### config.mk
export PLATFORM = sky130hd
export DESIGN_NAME = multicycle_mips_controller
export DESIGN_NICKNAME = d
export VERILOG_FILES = /design/src/rtl/mips_ctrl_pkg.sv /design/src/rtl/multicycle_mips_controller_decode.sv /design/src/rtl/multicycle_mips_controller.sv
export SDC_FILE = /design/constraint.sdc
export NUM_CORES = 1
export LEC_CHECK = 0
export BUFFER_PORTS_ARGS = -buffer_cell sky130_fd_sc_hd__buf_4
export CAP_MARGIN = 20
export CORE_MARGIN = 2
export CORE_UTILIZATION = 46
export DETAILED_ROUTE_END_ITERATION = 10
export PLACE_DENSITY = 0.81
export SYNTH_ARGS = -nofsm -noshare
export SYNTH_HDL_FRONTEND = slang
export SYNTH_HIERARCHICAL = 1
export SYNTH_SLANG_ARGS = --single-unit
### constraint.sdc
create_clock -name Clk -period 3.45 [get_ports Clk]
set_input_delay 0 -clock Clk [delete_from_list [all_inputs] [get_ports Clk]]
set_output_delay 0 -clock Clk [all_outputs]
set_load 0.01 [all_outputs]
### src/rtl/mips_ctrl_pkg.sv
// Shared constants, state encoding and decode/control bundles for the
// multi-cycle MIPS controller.
package mips_ctrl_pkg;

    // Primary opcodes understood by the controller
    localparam logic [5:0] OP_RTYPE  = 6'd0;
    localparam logic [5:0] OP_REGIMM = 6'd1;
    localparam logic [5:0] OP_J      = 6'd2;
    localparam logic [5:0] OP_BEQ    = 6'd4;
    localparam logic [5:0] OP_BNE    = 6'd5;
    localparam logic [5:0] OP_BGTZ   = 6'd7;
    localparam logic [5:0] OP_ADDI   = 6'd8;
    localparam logic [5:0] OP_ADDIU  = 6'd9;
    localparam logic [5:0] OP_ANDI   = 6'd12;
    localparam logic [5:0] OP_ORI    = 6'd13;
    localparam logic [5:0] OP_MUL    = 6'd28;
    localparam logic [5:0] OP_LW     = 6'd35;
    localparam logic [5:0] OP_SW     = 6'd43;

    // R-type function codes
    localparam logic [5:0] FN_SLL  = 6'h00;
    localparam logic [5:0] FN_ADD  = 6'h20;
    localparam logic [5:0] FN_ADDU = 6'h21;
    localparam logic [5:0] FN_SUB  = 6'h22;
    localparam logic [5:0] FN_AND  = 6'h24;
    localparam logic [5:0] FN_OR   = 6'h25;
    localparam logic [5:0] FN_NOR  = 6'h27;
    localparam logic [5:0] FN_SLT  = 6'h2A;

    // REGIMM rt selectors
    localparam logic [4:0] RT_BLTZ = 5'd0;
    localparam logic [4:0] RT_BGEZ = 5'd1;

    // ALU32Bit operation codes
    localparam logic [3:0] ALU_AND = 4'd0;
    localparam logic [3:0] ALU_OR  = 4'd1;
    localparam logic [3:0] ALU_ADD = 4'd2;
    localparam logic [3:0] ALU_NOR = 4'd3;
    localparam logic [3:0] ALU_SUB = 4'd6;
    localparam logic [3:0] ALU_SLT = 4'd7;
    localparam logic [3:0] ALU_MUL = 4'd9;
    localparam logic [3:0] ALU_SLL = 4'd10;
    localparam logic [3:0] ALU_GTZ = 4'd11;

    typedef enum logic [3:0] {
        ST_FETCH  = 4'd0,
        ST_DECODE = 4'd1,
        ST_EXEC   = 4'd2,
        ST_ADDR   = 4'd3,
        ST_MEM    = 4'd4,
        ST_WB     = 4'd5,
        ST_BRANCH = 4'd6,
        ST_JUMP   = 4'd7,
        ST_MUL    = 4'd8,
        ST_HALT   = 4'd9
    } state_e;

    typedef enum logic [2:0] {
        CLS_ALU     = 3'd0,
        CLS_LOAD    = 3'd1,
        CLS_STORE   = 3'd2,
        CLS_BRANCH  = 3'd3,
        CLS_JUMP    = 3'd4,
        CLS_MUL     = 3'd5,
        CLS_ILLEGAL = 3'd6
    } instr_class_e;

    // Everything the FSM needs to know about one instruction
    typedef struct packed {
        instr_class_e cls;
        logic [3:0]   alu_ctrl;
        logic         alu_a_src;
        logic [1:0]   alu_b_src;
        logic         ext_sign;
        logic         reg_dst;
        logic         rt_illegal;
    } dec_t;

    // Datapath control bundle
    typedef struct packed {
        logic       mem_read;
        logic       mem_write;
        logic       iord;
        logic       ir_write;
        logic       pc_write;
        logic [1:0] pc_source;
        logic       reg_write;
        logic       reg_dst;
        logic       mem_to_reg;
        logic       alu_a_src;
        logic [1:0] alu_b_src;
        logic [3:0] alu_ctrl;
        logic       ext_sign;
        logic       instr_done;
        logic       illegal;
        logic       error;
    } ctrl_t;

endpackage

### src/rtl/multicycle_mips_controller_decode.sv
// Combinational instruction decoder: opcode/funct/rt -> instruction class
// and the ALU settings used by the EXEC, BRANCH and MUL states.
module mips_ctrl_decode
    import mips_ctrl_pkg::*;
(
    input  logic [5:0] i_opcode,
    input  logic [5:0] i_funct,
    input  logic [4:0] i_rt,
    output dec_t       o_dec
);

    dec_t w_dec;

    // Classify the instruction; anything not recognised stays CLS_ILLEGAL
    always_comb begin
        w_dec     = '0;
        w_dec.cls = CLS_ILLEGAL;
        case (i_opcode)
            OP_RTYPE: begin
                w_dec.cls       = CLS_ALU;
                w_dec.reg_dst   = 1'b1;
                w_dec.alu_b_src = 2'd0;
                case (i_funct)
                    FN_ADD, FN_ADDU: w_dec.alu_ctrl = ALU_ADD;
                    FN_SUB:          w_dec.alu_ctrl = ALU_SUB;
                    FN_AND:          w_dec.alu_ctrl = ALU_AND;
                    FN_OR:           w_dec.alu_ctrl = ALU_OR;
                    FN_NOR:          w_dec.alu_ctrl = ALU_NOR;
                    FN_SLT:          w_dec.alu_ctrl = ALU_SLT;
                    FN_SLL: begin
                        // A = rt; B = zero-extended immediate whose bits [10:6] carry shamt
                        w_dec.alu_ctrl  = ALU_SLL;
                        w_dec.alu_a_src = 1'b1;
                        w_dec.alu_b_src = 2'd1;
                    end
                    default: begin
                        w_dec.cls     = CLS_ILLEGAL;
                        w_dec.reg_dst = 1'b0;
                    end
                endcase
            end
            OP_ADDI: begin
                w_dec.cls       = CLS_ALU;
                w_dec.alu_ctrl  = ALU_ADD;
                w_dec.alu_b_src = 2'd1;
                w_dec.ext_sign  = 1'b1;
            end
            OP_ADDIU: begin
                w_dec.cls       = CLS_ALU;
                w_dec.alu_ctrl  = ALU_ADD;
                w_dec.alu_b_src = 2'd1;
            end
            OP_ANDI: begin
                w_dec.cls       = CLS_ALU;
                w_dec.alu_ctrl  = ALU_AND;
                w_dec.alu_b_src = 2'd1;
            end
            OP_ORI: begin
                w_dec.cls       = CLS_ALU;
                w_dec.alu_ctrl  = ALU_OR;
                w_dec.alu_b_src = 2'd1;
            end
            OP_LW: begin
                w_dec.cls       = CLS_LOAD;
                w_dec.alu_ctrl  = ALU_ADD;
                w_dec.alu_b_src = 2'd1;
                w_dec.ext_sign  = 1'b1;
            end
            OP_SW: begin
                w_dec.cls       = CLS_STORE;
                w_dec.alu_ctrl  = ALU_ADD;
                w_dec.alu_b_src = 2'd1;
                w_dec.ext_sign  = 1'b1;
            end
            OP_BEQ, OP_BNE: begin
                w_dec.cls      = CLS_BRANCH;
                w_dec.alu_ctrl = ALU_SUB;
            end
            OP_REGIMM: begin
                w_dec.cls        = CLS_BRANCH;
                w_dec.alu_ctrl   = ALU_SLT;
                w_dec.alu_b_src  = 2'd2;
                w_dec.rt_illegal = (i_rt != RT_BLTZ) && (i_rt != RT_BGEZ);
            end
            OP_BGTZ: begin
                w_dec.cls       = CLS_BRANCH;
                w_dec.alu_ctrl  = ALU_GTZ;
                w_dec.alu_b_src = 2'd2;
            end
            OP_J: begin
                w_dec.cls = CLS_JUMP;
            end
            OP_MUL: begin
                w_dec.cls      = CLS_MUL;
                w_dec.alu_ctrl = ALU_MUL;
                w_dec.reg_dst  = 1'b1;
            end
            default: begin
                w_dec.cls = CLS_ILLEGAL;
            end
        endcase
    end

    assign o_dec = w_dec;

endmodule

### src/rtl/multicycle_mips_controller.sv
// Multi-cycle MIPS control FSM: sequences FETCH/DECODE/EXEC/MEM/WB over a
// single memory port with a MemReady handshake, a timeout watchdog and a
// fixed-length multiplier phase.
module multicycle_mips_controller
    import mips_ctrl_pkg::*;
#(
    parameter int MUL_CYCLES  = 4,
    parameter int MEM_TIMEOUT = 15
) (
    input  logic        Clk,
    input  logic        Reset,
    input  logic [31:0] Instruction,
    input  logic        Zero,
    input  logic        ALUResult0,
    input  logic        MemReady,
    output logic        MemRead,
    output logic        MemWrite,
    output logic        IorD,
    output logic        IRWrite,
    output logic        PCWrite,
    output logic [1:0]  PCSource,
    output logic        RegWrite,
    output logic        RegDst,
    output logic        MemtoReg,
    output logic        ALUASrc,
    output logic [1:0]  ALUBSrc,
    output logic [3:0]  ALUControl,
    output logic        ExtendSign,
    output logic        InstrDone,
    output logic        Illegal,
    output logic        Error
);

    // Counters only ever reach LIMIT-1, so log2(LIMIT) bits suffice
    localparam int WAIT_W = (MEM_TIMEOUT > 1) ? $clog2(MEM_TIMEOUT) : 1;
    localparam int MUL_W  = (MUL_CYCLES > 1) ? $clog2(MUL_CYCLES) : 1;

    state_e            r_state;
    state_e            w_next_state;
    logic [5:0]        r_opcode;
    logic [5:0]        r_funct;
    logic [4:0]        r_rt;
    logic [WAIT_W-1:0] r_wait;
    logic [MUL_W-1:0]  r_mul;
    logic              r_error;

    logic [5:0]        w_dec_opcode;
    logic [5:0]        w_dec_funct;
    logic [4:0]        w_dec_rt;
    dec_t              w_dec;
    logic              w_mem_wait;
    logic              w_timeout;
    logic              w_mul_last;
    logic              w_taken;
    ctrl_t             w_ctrl;
    ctrl_t             w_out;

    assign w_mem_wait = ((r_state == ST_FETCH) || (r_state == ST_MEM)) && !MemReady;
    assign w_timeout  = (r_wait == WAIT_W'(MEM_TIMEOUT - 1));
    assign w_mul_last = (r_mul == MUL_W'(MUL_CYCLES - 1));

    // In DECODE the IR is decoded live; afterwards the latched fields are used
    always_comb begin
        if (r_state == ST_DECODE) begin
            w_dec_opcode = Instruction[31:26];
            w_dec_funct  = Instruction[5:0];
            w_dec_rt     = Instruction[20:16];
        end else begin
            w_dec_opcode = r_opcode;
            w_dec_funct  = r_funct;
            w_dec_rt     = r_rt;
        end
    end

    mips_ctrl_decode u_decode (
        .i_opcode (w_dec_opcode),
        .i_funct  (w_dec_funct),
        .i_rt     (w_dec_rt),
        .o_dec    (w_dec)
    );

    // Branch condition for the instruction latched at DECODE
    always_comb begin
        case (r_opcode)
            OP_BEQ:    w_taken = Zero;
            OP_BNE:    w_taken = !Zero;
            OP_BGTZ:   w_taken = ALUResult0;
            OP_REGIMM: w_taken = (r_rt == RT_BGEZ) ? !ALUResult0 : ALUResult0;
            default:   w_taken = 1'b0;
        endcase
    end

    // State register
    always_ff @(posedge Clk) begin
        if (!Reset) begin
            r_state <= ST_FETCH;
        end else begin
            r_state <= w_next_state;
        end
    end

    // Latch instruction fields once, in DECODE
    always_ff @(posedge Clk) begin
        if (!Reset) begin
            r_opcode <= 6'd0;
            r_funct  <= 6'd0;
            r_rt     <= 5'd0;
        end else if (r_state == ST_DECODE) begin
            r_opcode <= Instruction[31:26];
            r_funct  <= Instruction[5:0];
            r_rt     <= Instruction[20:16];
        end
    end

    // Memory wait counter and sticky timeout flag
    always_ff @(posedge Clk) begin
        if (!Reset) begin
            r_wait  <= '0;
            r_error <= 1'b0;
        end else begin
            if (w_mem_wait && !w_timeout) begin
                r_wait <= r_wait + WAIT_W'(1);
            end else begin
                r_wait <= '0;
            end
            if (w_mem_wait && w_timeout) begin
                r_error <= 1'b1;
            end
        end
    end

    // Multiplier phase counter, restarted on every entry to MUL
    always_ff @(posedge Clk) begin
        if (!Reset) begin
            r_mul <= '0;
        end else if ((r_state == ST_MUL) && !w_mul_last) begin
            r_mul <= r_mul + MUL_W'(1);
        end else begin
            r_mul <= '0;
        end
    end

    // Next-state and per-state control decode
    always_comb begin
        w_next_state = r_state;
        w_ctrl       = '0;
        case (r_state)
            ST_FETCH: begin
                w_ctrl.mem_read = 1'b1;
                if (MemReady) begin
                    w_ctrl.ir_write  = 1'b1;
                    w_ctrl.pc_write  = 1'b1;
                    w_ctrl.pc_source = 2'd0;
                    w_next_state     = ST_DECODE;
                end else if (w_timeout) begin
                    w_next_state = ST_HALT;
                end else begin
                    w_next_state = ST_FETCH;
                end
            end
            ST_DECODE: begin
                if (Instruction == 32'd0) begin
                    w_ctrl.instr_done = 1'b1;
                    w_next_state      = ST_FETCH;
                end else begin
                    case (w_dec.cls)
                        CLS_ALU:              w_next_state = ST_EXEC;
                        CLS_LOAD, CLS_STORE:  w_next_state = ST_ADDR;
                        CLS_BRANCH:           w_next_state = ST_BRANCH;
                        CLS_JUMP:             w_next_state = ST_JUMP;
                        CLS_MUL:              w_next_state = ST_MUL;
                        default: begin
                            w_ctrl.illegal    = 1'b1;
                            w_ctrl.instr_done = 1'b1;
                            w_next_state      = ST_FETCH;
                        end
                    endcase
                end
            end
            ST_EXEC: begin
                w_ctrl.alu_ctrl  = w_dec.alu_ctrl;
                w_ctrl.alu_a_src = w_dec.alu_a_src;
                w_ctrl.alu_b_src = w_dec.alu_b_src;
                w_ctrl.ext_sign  = w_dec.ext_sign;
                w_next_state     = ST_WB;
            end
            ST_ADDR: begin
                w_ctrl.alu_ctrl  = ALU_ADD;
                w_ctrl.alu_b_src = 2'd1;
                w_ctrl.ext_sign  = 1'b1;
                w_next_state     = ST_MEM;
            end
            ST_MEM: begin
                w_ctrl.iord      = 1'b1;
                w_ctrl.mem_read  = (w_dec.cls == CLS_LOAD);
                w_ctrl.mem_write = (w_dec.cls != CLS_LOAD);
                if (MemReady) begin
                    if (w_dec.cls == CLS_LOAD) begin
                        w_next_state = ST_WB;
                    end else begin
                        w_ctrl.instr_done = 1'b1;
                        w_next_state      = ST_FETCH;
                    end
                end else if (w_timeout) begin
                    w_next_state = ST_HALT;
                end else begin
                    w_next_state = ST_MEM;
                end
            end
            ST_WB: begin
                w_ctrl.reg_write  = 1'b1;
                w_ctrl.reg_dst    = w_dec.reg_dst;
                w_ctrl.mem_to_reg = (w_dec.cls == CLS_LOAD);
                w_ctrl.instr_done = 1'b1;
                w_next_state      = ST_FETCH;
            end
            ST_BRANCH: begin
                w_ctrl.alu_ctrl   = w_dec.alu_ctrl;
                w_ctrl.alu_b_src  = w_dec.alu_b_src;
                w_ctrl.pc_source  = 2'd1;
                w_ctrl.instr_done = 1'b1;
                if (w_dec.rt_illegal) begin
                    w_ctrl.illegal = 1'b1;
                end else begin
                    w_ctrl.pc_write = w_taken;
                end
                w_next_state = ST_FETCH;
            end
            ST_JUMP: begin
                w_ctrl.pc_write   = 1'b1;
                w_ctrl.pc_source  = 2'd2;
                w_ctrl.instr_done = 1'b1;
                w_next_state      = ST_FETCH;
            end
            ST_MUL: begin
                w_ctrl.alu_ctrl = w_dec.alu_ctrl;
                if (w_mul_last) begin
                    w_next_state = ST_WB;
                end else begin
                    w_next_state = ST_MUL;
                end
            end
            ST_HALT: begin
                w_next_state = ST_HALT;
            end
            default: begin
                w_next_state = ST_FETCH;
            end
        endcase
    end

    // Hold every output low while reset is asserted; Error comes from the sticky flag
    always_comb begin
        if (!Reset) begin
            w_out = '0;
        end else begin
            w_out       = w_ctrl;
            w_out.error = r_error;
        end
    end

    assign MemRead    = w_out.mem_read;
    assign MemWrite   = w_out.mem_write;
    assign IorD       = w_out.iord;
    assign IRWrite    = w_out.ir_write;
    assign PCWrite    = w_out.pc_write;
    assign PCSource   = w_out.pc_source;
    assign RegWrite   = w_out.reg_write;
    assign RegDst     = w_out.reg_dst;
    assign MemtoReg   = w_out.mem_to_reg;
    assign ALUASrc    = w_out.alu_a_src;
    assign ALUBSrc    = w_out.alu_b_src;
    assign ALUControl = w_out.alu_ctrl;
    assign ExtendSign = w_out.ext_sign;
    assign InstrDone  = w_out.instr_done;
    assign Illegal    = w_out.illegal;
    assign Error      = w_out.error;

endmodule

==> impl_metrics.ini <==
[die]
die_y_um = 72.8
dieArea_mm2 = 0.00529
rows = 25
die_x_um = 72.8
coreArea_mm2 = 0.00463
io_pins = 58
start_util = 0.470

[yosys]
synth_compound_area_frac = 0.161
synth_adder_area_share = 0.0173
synth_simple_gate_area_frac = 0.379
ys_ff_latch = 28
synthTopCellsByCount = dfxtp_1, nor2_1, and2_1
synth.most_common_cell = dfxtp_1
netlist.top_cell.by_area = dfxtp_1
synthArstFlopShare = 0
synth_top_flop_cell = dfxtp_1
synth_area_per_cell_um2 = 7.97
synth_top_family_by_area = simple AND/OR/NAND/NOR gates
postSynthCellCount = 273
synth_top_area_share = 0.258
synth_area_leaders = dfxtp_1, and2_1, mux2_4, nor4_1, nor2_1
yosysSeqAreaShare = 0.258
synth-xor-area-share = 0.0282
synth_edf_count = 0
synth_mux_area_frac = 0.108
synthDistinctLibCells = 56
syn_area_mm2 = 0.00217
synth_warnings = 6
syn-num-nets = 313

[timing]
finalSetupTns_ps = 0
slew_viol_final = 0
hold_viol = 0
max_freq_mhz = 301
final-setup-viol-count = 0
finClkSkew_ps = 2.65
timing.final.crit_share = 0.962
tightestPinTransition_ps = 461
finalWorstPathRequiredPeriod_ps = 3320
slew_headroom = 0.692

[detailed_routing]
avgViaCountPerCell = 5.71
detailroute.wirelength.met2_mm = 2.86
routed.top_layer = met4
drtAntennaViolNets = 0
drt_iter0_drc = 212
dr.pass1.iters = 4
routed-wl-met3_um = 401
drcViolationCount = 0
vias = 2208
routedLengthMet1_mm = 2.62
routedWlPerCell_um = 15.4
routed_wl_mm = 5.97

[pwr]
comb_power_share = 0.703
p_per_area_mw_per_mm2 = 826
seqPwrFrac = 0.185
vdd_drop_max_uv = 466
switching_share = 0.443
clockPowerShare = 0.111
p_int_mw = 1.30
p_sw_mw = 1.03
leakagePower_nw = 1.16

[cts]
clock-root-buffer = clkbuf_8
postCtsHoldBufs = 0
clk_pin_slew_ps = 100
cts_max_level = 1
cts.sinks = 28
clk_path_buf_depth = 2
cts_made_buffers = 3
cts_tree = yes
clock_latency_ps = 280

[critical_path]
cpPeakStageDelay_ps = 460
timing.rr.start = r_state[1]
reg2reg_depth = 12
start_kind = register
worst-endpoint-arrival_ps = 3320
critical_path.max_fanout = 14
critPathCaptureType = output port
r2r-end = r_state[2]
crit_type = register to output port
crit_required_ps = 3450
slowest_stage = or3b_4
worstSetupStartpoint = r_state[1]
r2r_slack_ps = 350
crit_chain = nand2b_4, nor3_4, buf_12, mux2_2, a211o_1, a31oi_4, o211ai_1, or3b_4, and2_1, o21ai_0, a21boi_0, buf_4
critPathCapture = InstrDone

[place]
place_hpwl_mm = 4.47
place_congestion = 0.885
io_buffers = 57
dp_cells = 377

[flow_run]
drv_cap = 0

[min_path]
hold_class = input port to register

[global_route]
grt_pass1_vias = 2082
track_usage = 0.228
grt_max_degree = 28
grt_pass1_wl_mm = 9.66
grt-ovfl-total = 0
antenna_found_initial = 0

[final_layout]
instances_no_fill = 387
n_antenna_cell = 0
area_delta_synth_final_pct = 29.5
drive_gt1_frac = 0.321
final_util = 0.608
final_nets = 374

[status]
status = finished, final reports clean
## power groups by stage
stage          Combinational, mW  Sequential, mW  Clock (mW)
2_1_floorplan               1.13           0.432           0
3_3_place_gp                1.44           0.433           0
3_5_place_dp                1.48           0.435           0
4_1_cts                     1.50           0.428       0.261
5_1_grt                     1.78           0.438       0.274
6_report                    1.64           0.430       0.259
## sequential cells by signal (all words and copies together), names as in the netlist
name,flops
r_wait,4
r_rt,5
r_mul,2
r_error,1
r_funct,6
r_state,4
r_opcode,6
## timing repair
item / in CTS / in global routing
endpoints found under the setup margin: 1 / 3
setup buffers: 0 / 6
pin swaps: 0 / 3
resized for setup: 2 / 6
## cell usage in the layout, fill, tap and decap left out, types with 5 or more instances in the layout
cell type	synthesis	final
and2_1	25	25
xnor2_1	5	5
dfxtp_1	28	27
o21ai_0	13	12
buf_4	0	69
nor4_1	16	16
nand3b_1	5	5
a21oi_1	9	9
nor2_1	26	25
nor3_1	7	7
mux2_2	8	7
nand3_1	7	7
inv_1	8	8
mux2_4	9	10
nand2b_1	7	7
nand2_1	21	21
## layer usage
| metal | global-route usage | vias to the layer above |
|---|---|---|
| met2 | 0.385 | 90 |
| met4 | 0.0658 | 0 |
| met5 | 0 | - |
| met3 | 0.0207 | 12 |
| met1 | 0.309 | 996 |
| li1 | - | 1110 |
## cells by family after synthesis
group           Yosys count
fa+ha+maj                 3
xor+xnor                  7
buf+inv                  22
compound gates           54
simple gates            141
mux                      18
flops                    28
## metrics by stage
| stage | hold WS, ps | power, mW | setup WS, ps | cell area (um^2) |
|---|---|---|---|---|
| 3_3_place_gp | 347 | 1.87 | 361 | 2660 |
| 5_1_grt | 70.9 | 2.50 | -1.68 | 2820 |
| 3_5_place_dp | 351 | 1.91 | 190 | 2660 |
| 6_report | 75.2 | 2.33 | 131 | 2820 |
| 2_1_floorplan | 90.0 | 1.56 | 111 | 2180 |
| 4_1_cts | 72.5 | 2.18 | 63.3 | 2740 |
## area by class of cell
class,count,area [um^2]
flip-flops and latches,28,562
well taps,54,67.6
inverters,8,30.0
repair buffers,70,538
clock inverters,1,30.0
multi-input cells,223,1550
fillers,396,1810
clock buffers,3,41.3
## worst max-delay path, delay by kind of cell (launching register included)
kind,cells,cell delay [ps]
mux,1,400
flops,1,330
compound gates,5,1010
simple gates,4,960
buf+inv,2,340
## worst min-delay path by stage
stage               startpoint      end  slack, ps  cells after the start
6_report       Instruction[16]  r_rt[0]         80                      3
5_1_grt        Instruction[16]  r_rt[0]         70                      3
4_1_cts        Instruction[16]  r_rt[0]         70                      3
3_5_place_dp          MemReady  IRWrite        350                      4
3_3_place_gp   Instruction[16]  r_rt[0]        350                      3
2_1_floorplan         MemReady  IRWrite         90                      2
(Power assumes the default switching activity.)
